<file path="src/rtl/mult_div_unit.sv">
// Multicycle signed multiply (radix-2 Booth) / divide (restoring, on magnitudes) unit.
// Owns the architectural HI/LO registers; one iteration per clock, WIDTH iterations per op.
module mult_div_unit #(
  parameter int WIDTH = 32,
  parameter int CNT_W = 6
) (
  input  logic             clock,
  input  logic             RESET_in,
  input  logic             MultOp,
  input  logic             DivOp,
  input  logic [WIDTH-1:0] A,
  input  logic [WIDTH-1:0] B,
  output logic [WIDTH-1:0] HI,
  output logic [WIDTH-1:0] LO,
  output logic             busy,
  output logic             done,
  output logic             DivZero
);

  typedef enum logic [1:0] {
    S_IDLE,
    S_ITER,
    S_FINISH
  } state_t;

  state_t           state_q, state_d;
  logic [CNT_W-1:0] cnt_q, cnt_d;
  logic             is_div_q, is_div_d;
  logic             neg_quo_q, neg_quo_d;
  logic             neg_rem_q, neg_rem_d;
  logic [WIDTH-1:0] mcand_q, mcand_d;
  logic [WIDTH:0]   p_q, p_d;
  logic [WIDTH-1:0] q_q, q_d;
  logic             qm1_q, qm1_d;
  logic [WIDTH-1:0] hi_q, hi_d;
  logic [WIDTH-1:0] lo_q, lo_d;
  logic             done_q, done_d;
  logic             dz_q, dz_d;

  logic [WIDTH-1:0] a_mag, b_mag;
  logic [WIDTH:0]   mcand_ext, booth_sum, rem_shift;
  logic [WIDTH+1:0] trial;

  always_ff @(posedge clock or posedge RESET_in) begin
    if (RESET_in) begin
      state_q   <= S_IDLE;
      cnt_q     <= '0;
      is_div_q  <= 1'b0;
      neg_quo_q <= 1'b0;
      neg_rem_q <= 1'b0;
      mcand_q   <= '0;
      p_q       <= '0;
      q_q       <= '0;
      qm1_q     <= 1'b0;
      hi_q      <= '0;
      lo_q      <= '0;
      done_q    <= 1'b0;
      dz_q      <= 1'b0;
    end else begin
      state_q   <= state_d;
      cnt_q     <= cnt_d;
      is_div_q  <= is_div_d;
      neg_quo_q <= neg_quo_d;
      neg_rem_q <= neg_rem_d;
      mcand_q   <= mcand_d;
      p_q       <= p_d;
      q_q       <= q_d;
      qm1_q     <= qm1_d;
      hi_q      <= hi_d;
      lo_q      <= lo_d;
      done_q    <= done_d;
      dz_q      <= dz_d;
    end
  end

  // P carries one guard bit so that subtracting a most-negative multiplicand cannot overflow.
  always_comb begin
    a_mag     = A[WIDTH-1] ? -A : A;
    b_mag     = B[WIDTH-1] ? -B : B;
    mcand_ext = {mcand_q[WIDTH-1], mcand_q};
    case ({q_q[0], qm1_q})
      2'b01:   booth_sum = p_q + mcand_ext;
      2'b10:   booth_sum = p_q - mcand_ext;
      default: booth_sum = p_q;
    endcase
    rem_shift = {p_q[WIDTH-1:0], q_q[WIDTH-1]};
    trial     = {1'b0, rem_shift} - {2'b00, mcand_q};
  end

  always_comb begin
    state_d   = state_q;
    cnt_d     = cnt_q;
    is_div_d  = is_div_q;
    neg_quo_d = neg_quo_q;
    neg_rem_d = neg_rem_q;
    mcand_d   = mcand_q;
    p_d       = p_q;
    q_d       = q_q;
    qm1_d     = qm1_q;
    hi_d      = hi_q;
    lo_d      = lo_q;
    done_d    = 1'b0;
    dz_d      = 1'b0;

    case (state_q)
      S_IDLE: begin
        if (MultOp) begin
          is_div_d = 1'b0;
          mcand_d  = A;
          p_d      = '0;
          q_d      = B;
          qm1_d    = 1'b0;
          cnt_d    = '0;
          state_d  = S_ITER;
        end else if (DivOp) begin
          if (B == '0) begin
            dz_d = 1'b1;
          end else begin
            is_div_d  = 1'b1;
            mcand_d   = b_mag;
            p_d       = '0;
            q_d       = a_mag;
            qm1_d     = 1'b0;
            neg_quo_d = A[WIDTH-1] ^ B[WIDTH-1];
            neg_rem_d = A[WIDTH-1];
            cnt_d     = '0;
            state_d   = S_ITER;
          end
        end
      end

      S_ITER: begin
        cnt_d = cnt_q + CNT_W'(1);
        if (is_div_q) begin
          // Dividend bits leave Q at the top while quotient bits enter at the bottom.
          if (!trial[WIDTH+1]) begin
            p_d = trial[WIDTH:0];
            q_d = {q_q[WIDTH-2:0], 1'b1};
          end else begin
            p_d = rem_shift;
            q_d = {q_q[WIDTH-2:0], 1'b0};
          end
        end else begin
          p_d   = {booth_sum[WIDTH], booth_sum[WIDTH:1]};
          q_d   = {booth_sum[0], q_q[WIDTH-1:1]};
          qm1_d = q_q[0];
        end
        if (cnt_q == CNT_W'(WIDTH - 1)) begin
          state_d = S_FINISH;
        end
      end

      S_FINISH: begin
        if (is_div_q) begin
          lo_d = neg_quo_q ? -q_q : q_q;
          hi_d = neg_rem_q ? -p_q[WIDTH-1:0] : p_q[WIDTH-1:0];
        end else begin
          hi_d = p_q[WIDTH-1:0];
          lo_d = q_q;
        end
        done_d  = 1'b1;
        cnt_d   = '0;
        state_d = S_IDLE;
      end

      default: begin
        state_d = S_IDLE;
      end
    endcase
  end

  assign HI      = hi_q;
  assign LO      = lo_q;
  assign busy    = (state_q != S_IDLE);
  assign done    = done_q;
  assign DivZero = dz_q;

endmodule

</file>
<file path="config.mk">
export PLATFORM = sky130hd
export DESIGN_NAME = mult_div_unit
export DESIGN_NICKNAME = d
export VERILOG_FILES = /design/src/rtl/mult_div_unit.sv
export SDC_FILE = /design/constraint.sdc
export NUM_CORES = 1
export LEC_CHECK = 0
export ABC_AREA = 0
export BUFFER_PORTS_ARGS = -buffer_cell sky130_fd_sc_hd__buf_2
export CORE_MARGIN = 5
export CORE_UTILIZATION = 62
export CTS_CLUSTER_SIZE = 12
export DETAILED_ROUTE_END_ITERATION = 7
export PLACE_DENSITY_LB_ADDON = 0.2
export SYNTH_ARGS = -nofsm -noshare
export SYNTH_HDL_FRONTEND = slang
export SYNTH_SLANG_ARGS = --single-unit
</file>
<file path="constraint.sdc">
create_clock -name clock -period 6.61 [get_ports clock]
set_input_delay 0.661 -clock clock [delete_from_list [all_inputs] [get_ports clock]]
set_output_delay 0.661 -clock clock [all_outputs]
set_load 0.05 [all_outputs]
</file>
==> flow_summary_export.csv, run 1 <==
group,metric,value,unit
run_status,status,"finished clean",
cts,cts_hold_buf,0,
critical_path,critPathMaxStageDelay,0.54,ns
hold_path,hp-class,"input pin to asynchronous set/reset pin",
flow_run,cap_violations,0,
logic_synthesis,synth.area.mux_share,0.0338,
finish,finalNonFillerCells,2343,
logic_synthesis,synth_flop_cell,"dfrtp_1",
finish,drive_gt1_frac,0.111,
detailed_routing,drc,0,
sta,setup-violations-final,0,
logic_synthesis,yosysSeqAreaShare,0.289,
global_route,grt_max_degree,102,
floorplanning,die-width,166,µm
sta,rsz0062_at_grt,"no",
floorplanning,io_pins,135,
sta,finalCritPeriodShare,0.824,
sta,finalMaxSlewViolations,0,
global_route,gr-total-overflow,0,
cts,cts-root-buf,"clkbuf_16",
placed_design,place_congestion,0.983,
power,power_density,569,nW/µm²
finish,most-common-layout-cells,"nand2_1, a21oi_1, o21ai_0",
detailed_routing,drt_iter0_markers,1353,
critical_path,cp.arrival,5.82,ns
detailed_routing,routedWlPerCell,19.5,µm
critical_path,crit_buf_inv,0,
logic_synthesis,synthTopCellsByArea,"dfrtp_1, a21oi_1, o21ai_0",
floorplanning,dieArea,27600,µm²
sta,final_hold_viol_count,0,
logic_synthesis,async_reset_ff_frac,1.00,
finish,final_nets,2150,
logic_synthesis,synth_largest_area_cell,"dfrtp_1",
logic_synthesis,synth_cells,1962,
cts,clk_pin_slew,0.09,ns
detailed_routing,wl,45.6,mm
sta,timing.setup.tns,0,ns
critical_path,cp-end-kind,"flip-flop",
sta,skew,0.0220,ns
critical_path,slowest_stage,"a311oi_1",
logic_synthesis,synth_compound_area_frac,0.262,
floorplanning,rows,57,
floorplanning,core_area,24200,µm²
cts,clock_latency,0.45,ns
logic_synthesis,ys_seq_elements,175,
global_route,grt_pass1_wl,73.5,mm
global_route,grt_usage,0.321,
detailed_routing,vias,14700,
logic_synthesis,synth_xor_area_frac,0.114,
critical_path,worst_setup_path_start_kind,"flip-flop",
cts,cts_made_buffers,17,
sta,period_needed,5.45,ns
logic_synthesis,syn_area,15100,µm²
sta,worst_pin_slew,1.33,ns
logic_synthesis,yosysWarnings,0,
power,peakVddDrop,0.000276,V
cts,ctsResizeCount,0,
finish,diodes,0,
logic_synthesis,synth_fp_nets,2106,
critical_path,path_delay_family,"simple AND/OR/NAND/NOR gates",
detailed_routing,post_drt_via_cell_ratio,6.28,
critical_path,path_cells,"or3_1, or3_1, nor3_1, a21oi_1, nor2_1, o21ai_0, xnor2_1, ha_1, a21oi_1, o21ai_0, nor3_1, o211ai_1, a311oi_1, o21ai_0, xnor2_1, or3_1, a31oi_1, a22o_1",
floorplanning,die_h,166,µm
floorplanning,start_util,0.626,
logic_synthesis,yosysUniqueCellTypes,77,
critical_path,critPathRequiredTime,6.98,ns
cts,post_cts_buffers,0,
finish,layout_commonest_cell,"nand2_1",
global_route,grt_pass1_vias,14000,
cts,cts_tree,"yes",
finish,syn_to_final_growth,8.88,%
power,leakage,7.37,nW
logic_synthesis,synth_fa_ha_area_frac,0.0638,
placed_design,place_inst,2311,
critical_path,path_class,"flip-flop to flip-flop",
detailed_routing,drt_first_pass_iters,6,
sta,relSlewSlack,0.0982,
global_route,antenna_found_initial,1,
logic_synthesis,synth_edf_count,0,
logic_synthesis,yosys.area.top_type_share,0.289,
logic_synthesis,avgSynthCellArea,7.71,µm²
placed_design,port_buffers,134,
cts,clock_path_buffers,2,
sta,holdWs,0.432,ns
detailed_routing,ant_nets,0,
finish,final_util,0.682,
cts,clock-sinks,175,
sta,fmax,184,MHz
cts,h-tree-depth,4,
placed_design,hpwl,33.8,mm
logic_synthesis,synth-simple-area-share,0.184,
logic_synthesis,synth_top_family_by_area,"compound AO/OA/AOI/OAI gates",
critical_path,crit_fanout,6,
worst reg2reg max path: stages, from the launching register on:
cell and delay [ns]:
dfrtp_1 0.42, or3_1 0.45, or3_1 0.37, nor3_1 0.39, a21oi_1 0.27, nor2_1 0.39, o21ai_0 0.19, xnor2_1 0.17
ha_1 0.33, a21oi_1 0.16, o21ai_0 0.21, nor3_1 0.23, o211ai_1 0.16, a311oi_1 0.54, o21ai_0 0.21, xnor2_1 0.17
or3_1 0.32, a31oi_1 0.23, a22o_1 0.17
state kept, by name, summed over array words and instances (netlist names):
signal and count:
done 1, mcand_q 32, state_q 2, q_q 32
is_div_q 1, DivZero 1, p_q 33, cnt_q 6
LO 32, HI 32, neg_rem_q 1, neg_quo_q 1
qm1_q 1
where the power goes:
part	total [mW]	leakage [nW]	internal, mW	switching [mW]
clock	1.10	0.309	0.533	0.564
combinational	6.30	4.75	2.52	3.78
sequential	1.98	2.30	1.36	0.620
cell usage after synthesis (32+ instances only):
cell type / instances
nand2_1: 236
a21oi_1: 233
o21ai_0: 195
nor2_1: 186
dfrtp_1: 175
xnor2_1: 99
xor2_1: 98
clkbuf_1: 90
inv_1: 77
ha_1: 74
o211ai_1: 38
mux2i_1: 35
o31ai_1: 34
nor3_1: 32
cell type report:
type | count | area, µm²
Inverter | 78 | 298
Tap cell | 324 | 405
Timing Repair Buffer | 147 | 771
Fill cell | 2061 | 7700
Clock inverter | 15 | 220
Clock buffer | 17 | 425
Multi-Input combinational cell | 1587 | 9980
Sequential cell | 175 | 4380
routing by layer:
metal	global-route usage	vias to the layer above	share of wire
met5	0	-	0.00024
met4	0.141	2	0.046
met3	0.0464	123	0.066
met2	0.535	585	0.47
met1	0.419	6918	0.42
li1	-	7078	-
kinds of logic after synthesis:
kind of cell / count (synthesis)
fa+ha+maj: 76
compound gates: 655
flops: 175
buf+inv: 200
xor+xnor: 197
simple gates: 610
mux: 49
stage by stage:
step | setup WS [ns] | power [mW] | instance area (µm²)
finish | 1.16 | 9.38 | 16500
global route | 0.733 | 10.1 | 16500
CTS | 1.16 | 9.26 | 16500
detailed placement | 1.19 | 8.11 | 15800
global placement | 1.30 | 7.97 | 15800
floorplan | 1.20 | 6.72 | 15100
path summary, 6_finish.rpt:
path                             to  cells after the start  slack, ns        from
hold / removal               HI[12]                      2       0.43    RESET_in
setup reg to reg            p_q[32]                     18       1.16  mcand_q[2]
setup / recovery            p_q[32]                     18       1.16  mcand_q[2]
min in group clock          DivZero                      3       0.48       DivOp
hold reg to reg              LO[30]                      1       0.51      LO[30]
max in group asynchronous  is_div_q                      3       4.55    RESET_in
Power figures use the tool's default switching activity.
==> inputs of run 2 (changes only) <==
--- a/config.mk
+++ b/config.mk
@@ -8,7 +8,7 @@
 export ABC_AREA = 0
 export BUFFER_PORTS_ARGS = -buffer_cell sky130_fd_sc_hd__buf_2
 export CORE_MARGIN = 5
-export CORE_UTILIZATION = 62
+export CORE_UTILIZATION = 56
 export CTS_CLUSTER_SIZE = 12
 export DETAILED_ROUTE_END_ITERATION = 7
 export PLACE_DENSITY_LB_ADDON = 0.2
==> constraint.sdc (replaced) <==
create_clock -name clock -period 4.5 [get_ports clock]
set_input_delay 0.45 -clock clock [delete_from_list [all_inputs] [get_ports clock]]
set_output_delay 0.45 -clock clock [all_outputs]
set_load 0.05 [all_outputs]
==> flow_summary_export.csv, run 2 (same netlist as run 1, synthesis figures left out) <==
group,metric,value,unit
global_route,grt_pass1_wl,77.2,mm
global_route,grt_max_degree,129,
critical_path,path_cells,"nor4_1, nor2_1, or3_1, xnor2_1, ha_1, nand2_1, o211ai_1, nor3_1, o211ai_1, a311oi_2, buf_4, o21ai_2, xnor2_1, or3_1, a31oi_2, a22o_1",
power,leakage,7.71,nW
critical_path,r2r_cells,16,
sta,setup-violations-final,0,
critical_path,path_delay_family,"simple AND/OR/NAND/NOR gates",
critical_path,path_class,"flip-flop to flip-flop",
sta,holdWs,0.188,ns
sta,fmax,234,MHz
critical_path,crit_buf_inv,1,
critical_path,worst_setup_path_start_kind,"flip-flop",
floorplanning,start_util,0.565,
finish,drive_gt1_frac,0.147,
cts,clock_path_buffers,2,
detailed_routing,drt_first_pass_iters,8,
finish,final_util,0.638,
cts,cts_tree,"yes",
cts,clock-sinks,175,
floorplanning,io_pins,135,
critical_path,rrSetupSlack,0.22,ns
finish,finalNonFillerCells,2424,
finish,diodes,0,
cts,clock_latency,0.45,ns
finish,final_nets,2214,
placed_design,dpl_cell_area,16400,µm²
detailed_routing,post_drt_via_cell_ratio,6.16,
detailed_routing,wl,48.2,mm
flow_run,cap_violations,0,
sta,worst_slack,0.221,ns
sta,relSlewSlack,0.302,
power,peakVddDrop,0.000379,V
global_route,grt_pass1_vias,14200,
finish,syn_to_final_growth,13.0,%
sta,finalMaxSlewViolations,0,
floorplanning,die_h,174,µm
critical_path,regToRegEndpoint,"p_q[32]",
floorplanning,rows,60,
placed_design,port_buffers,134,
power,power_density,848,nW/µm²
detailed_routing,routedWlPerCell,19.9,µm
finish,n_fill_cell,2419,
critical_path,critPathRequiredTime,4.88,ns
global_route,antenna_found_initial,0,
finish,most-common-layout-cells,"nand2_1, a21oi_1, o21ai_0",
critical_path,cp-end-kind,"flip-flop",
placed_design,place_congestion,0.969,
global_route,grt_usage,0.313,
hold_path,hp-class,"input pin to asynchronous set/reset pin",
critical_path,crit_fanout,4,
sta,skew,0.0148,ns
cts,h-tree-depth,4,
sta,period_needed,4.28,ns
floorplanning,die-width,174,µm
finish,layout_commonest_cell,"nand2_1",
floorplanning,core_area,26800,µm²
critical_path,cp.arrival,4.66,ns
placed_design,pre_cts_slack,-0.149,ns
detailed_routing,ant_nets,0,
cts,cts_made_buffers,17,
sta,final_hold_viol_count,0,
critical_path,slowest_stage,"nor4_1",
floorplanning,dieArea,30400,µm²
critical_path,r2r-start,"mcand_q[13]",
placed_design,place_inst,2389,
cts,cts-root-buf,"clkbuf_16",
run_status,status,"finished clean",
finish,fin_area,17100,µm²
critical_path,critPathMaxStageDelay,0.68,ns
cts,clk_pin_slew,0.08,ns
placed_design,hpwl,36.3,mm
detailed_routing,drt_iter0_markers,1600,
finish,largest_reg_flops,33,
sta,rsz0062_at_grt,"yes",
detailed_routing,vias,14900,
global_route,gr-total-overflow,0,
sta,worst_pin_slew,1.05,ns
critical_path,worst-path-stages,16,
finish,regMostFlops,"p_q",
detailed_routing,drc,0,
sta,finalCritPeriodShare,0.951,
## run 2: cell types whose count changed in the layout (fill, tap and decap cells not counted), moves of 3 or more
cell / previous run / this run
clkinv_4: 1 / 4
inv_12: 4 / 0
clkinv_8: 6 / 2
a21oi_1: 233 / 228
inv_8: 1 / 4
o21ai_2: 1 / 4
buf_12: 0 / 3
nor4_1: 21 / 18
a21oi_2: 0 / 4
buf_4: 14 / 75
o21ai_0: 195 / 190
## run 2: worst max path at each step
| stage | start | to |
|---|---|---|
| after floorplan | mcand_q[2] | p_q[31] |
| final | mcand_q[13] | p_q[32] |
| after CTS | mcand_q[2] | p_q[32] |
| after global placement | mcand_q[2] | p_q[32] |
| after detailed placement | mcand_q[2] | p_q[32] |
| after global routing | mcand_q[2] | p_q[32] |
## run 2: worst register-to-register path, stage by stage, from the launching register on
cell and delay [ns]:
dfrtp_1 0.38, nor4_1 0.68, nor2_1 0.27, or3_1 0.43, xnor2_1 0.14, ha_1 0.33
nand2_1 0.10, o211ai_1 0.18, nor3_1 0.17, o211ai_1 0.17, a311oi_2 0.31, buf_4 0.17
o21ai_2 0.06, xnor2_1 0.14, or3_1 0.33, a31oi_2 0.20, a22o_1 0.16
## run 2: through the flow
stage                     setup TNS [ns]  total power, mW
final                                  0             14.5
after global placement                 0             12.4
after floorplan                        0             9.88
after CTS                              0             14.3
after detailed placement          -0.297             12.5
after global routing             -0.0387             15.7
## run 2: final cells by class
| class | instances | area (µm²) | share of cell area |
|---|---|---|---|
| clock buffers | 17 | 425 | 0.0249 |
| flip-flops and latches | 175 | 4380 | 0.256 |
| inverters | 78 | 297 | 0.0173 |
| multi-input cells | 1587 | 10100 | 0.590 |
| well taps | 341 | 427 | 0.0250 |
| clock inverters | 15 | 195 | 0.0114 |
| repair buffers | 211 | 1290 | 0.0754 |
## run 2: report_power, final
| part | switching, mW | internal (mW) |
|---|---|---|
| Sequential | 0.666 | 2.00 |
| Clock | 0.744 | 0.849 |
| Combinational | 6.09 | 4.14 |
## run 2: what timing repair did
item	CTS	global route
buffers inserted	3	0
hold buffers	0	0
gates resized for setup	8	19
endpoints found under the setup margin	2	5
pin swaps	10	9
## run 2: per-layer routing
metal	vias to the layer above	global-route usage	routed length, µm
met2	539	0.524	23200
li1	7203	-	-
met3	92	0.0428	2850
met4	0	0.116	1760
met5	-	0	0
met1	7103	0.414	20400
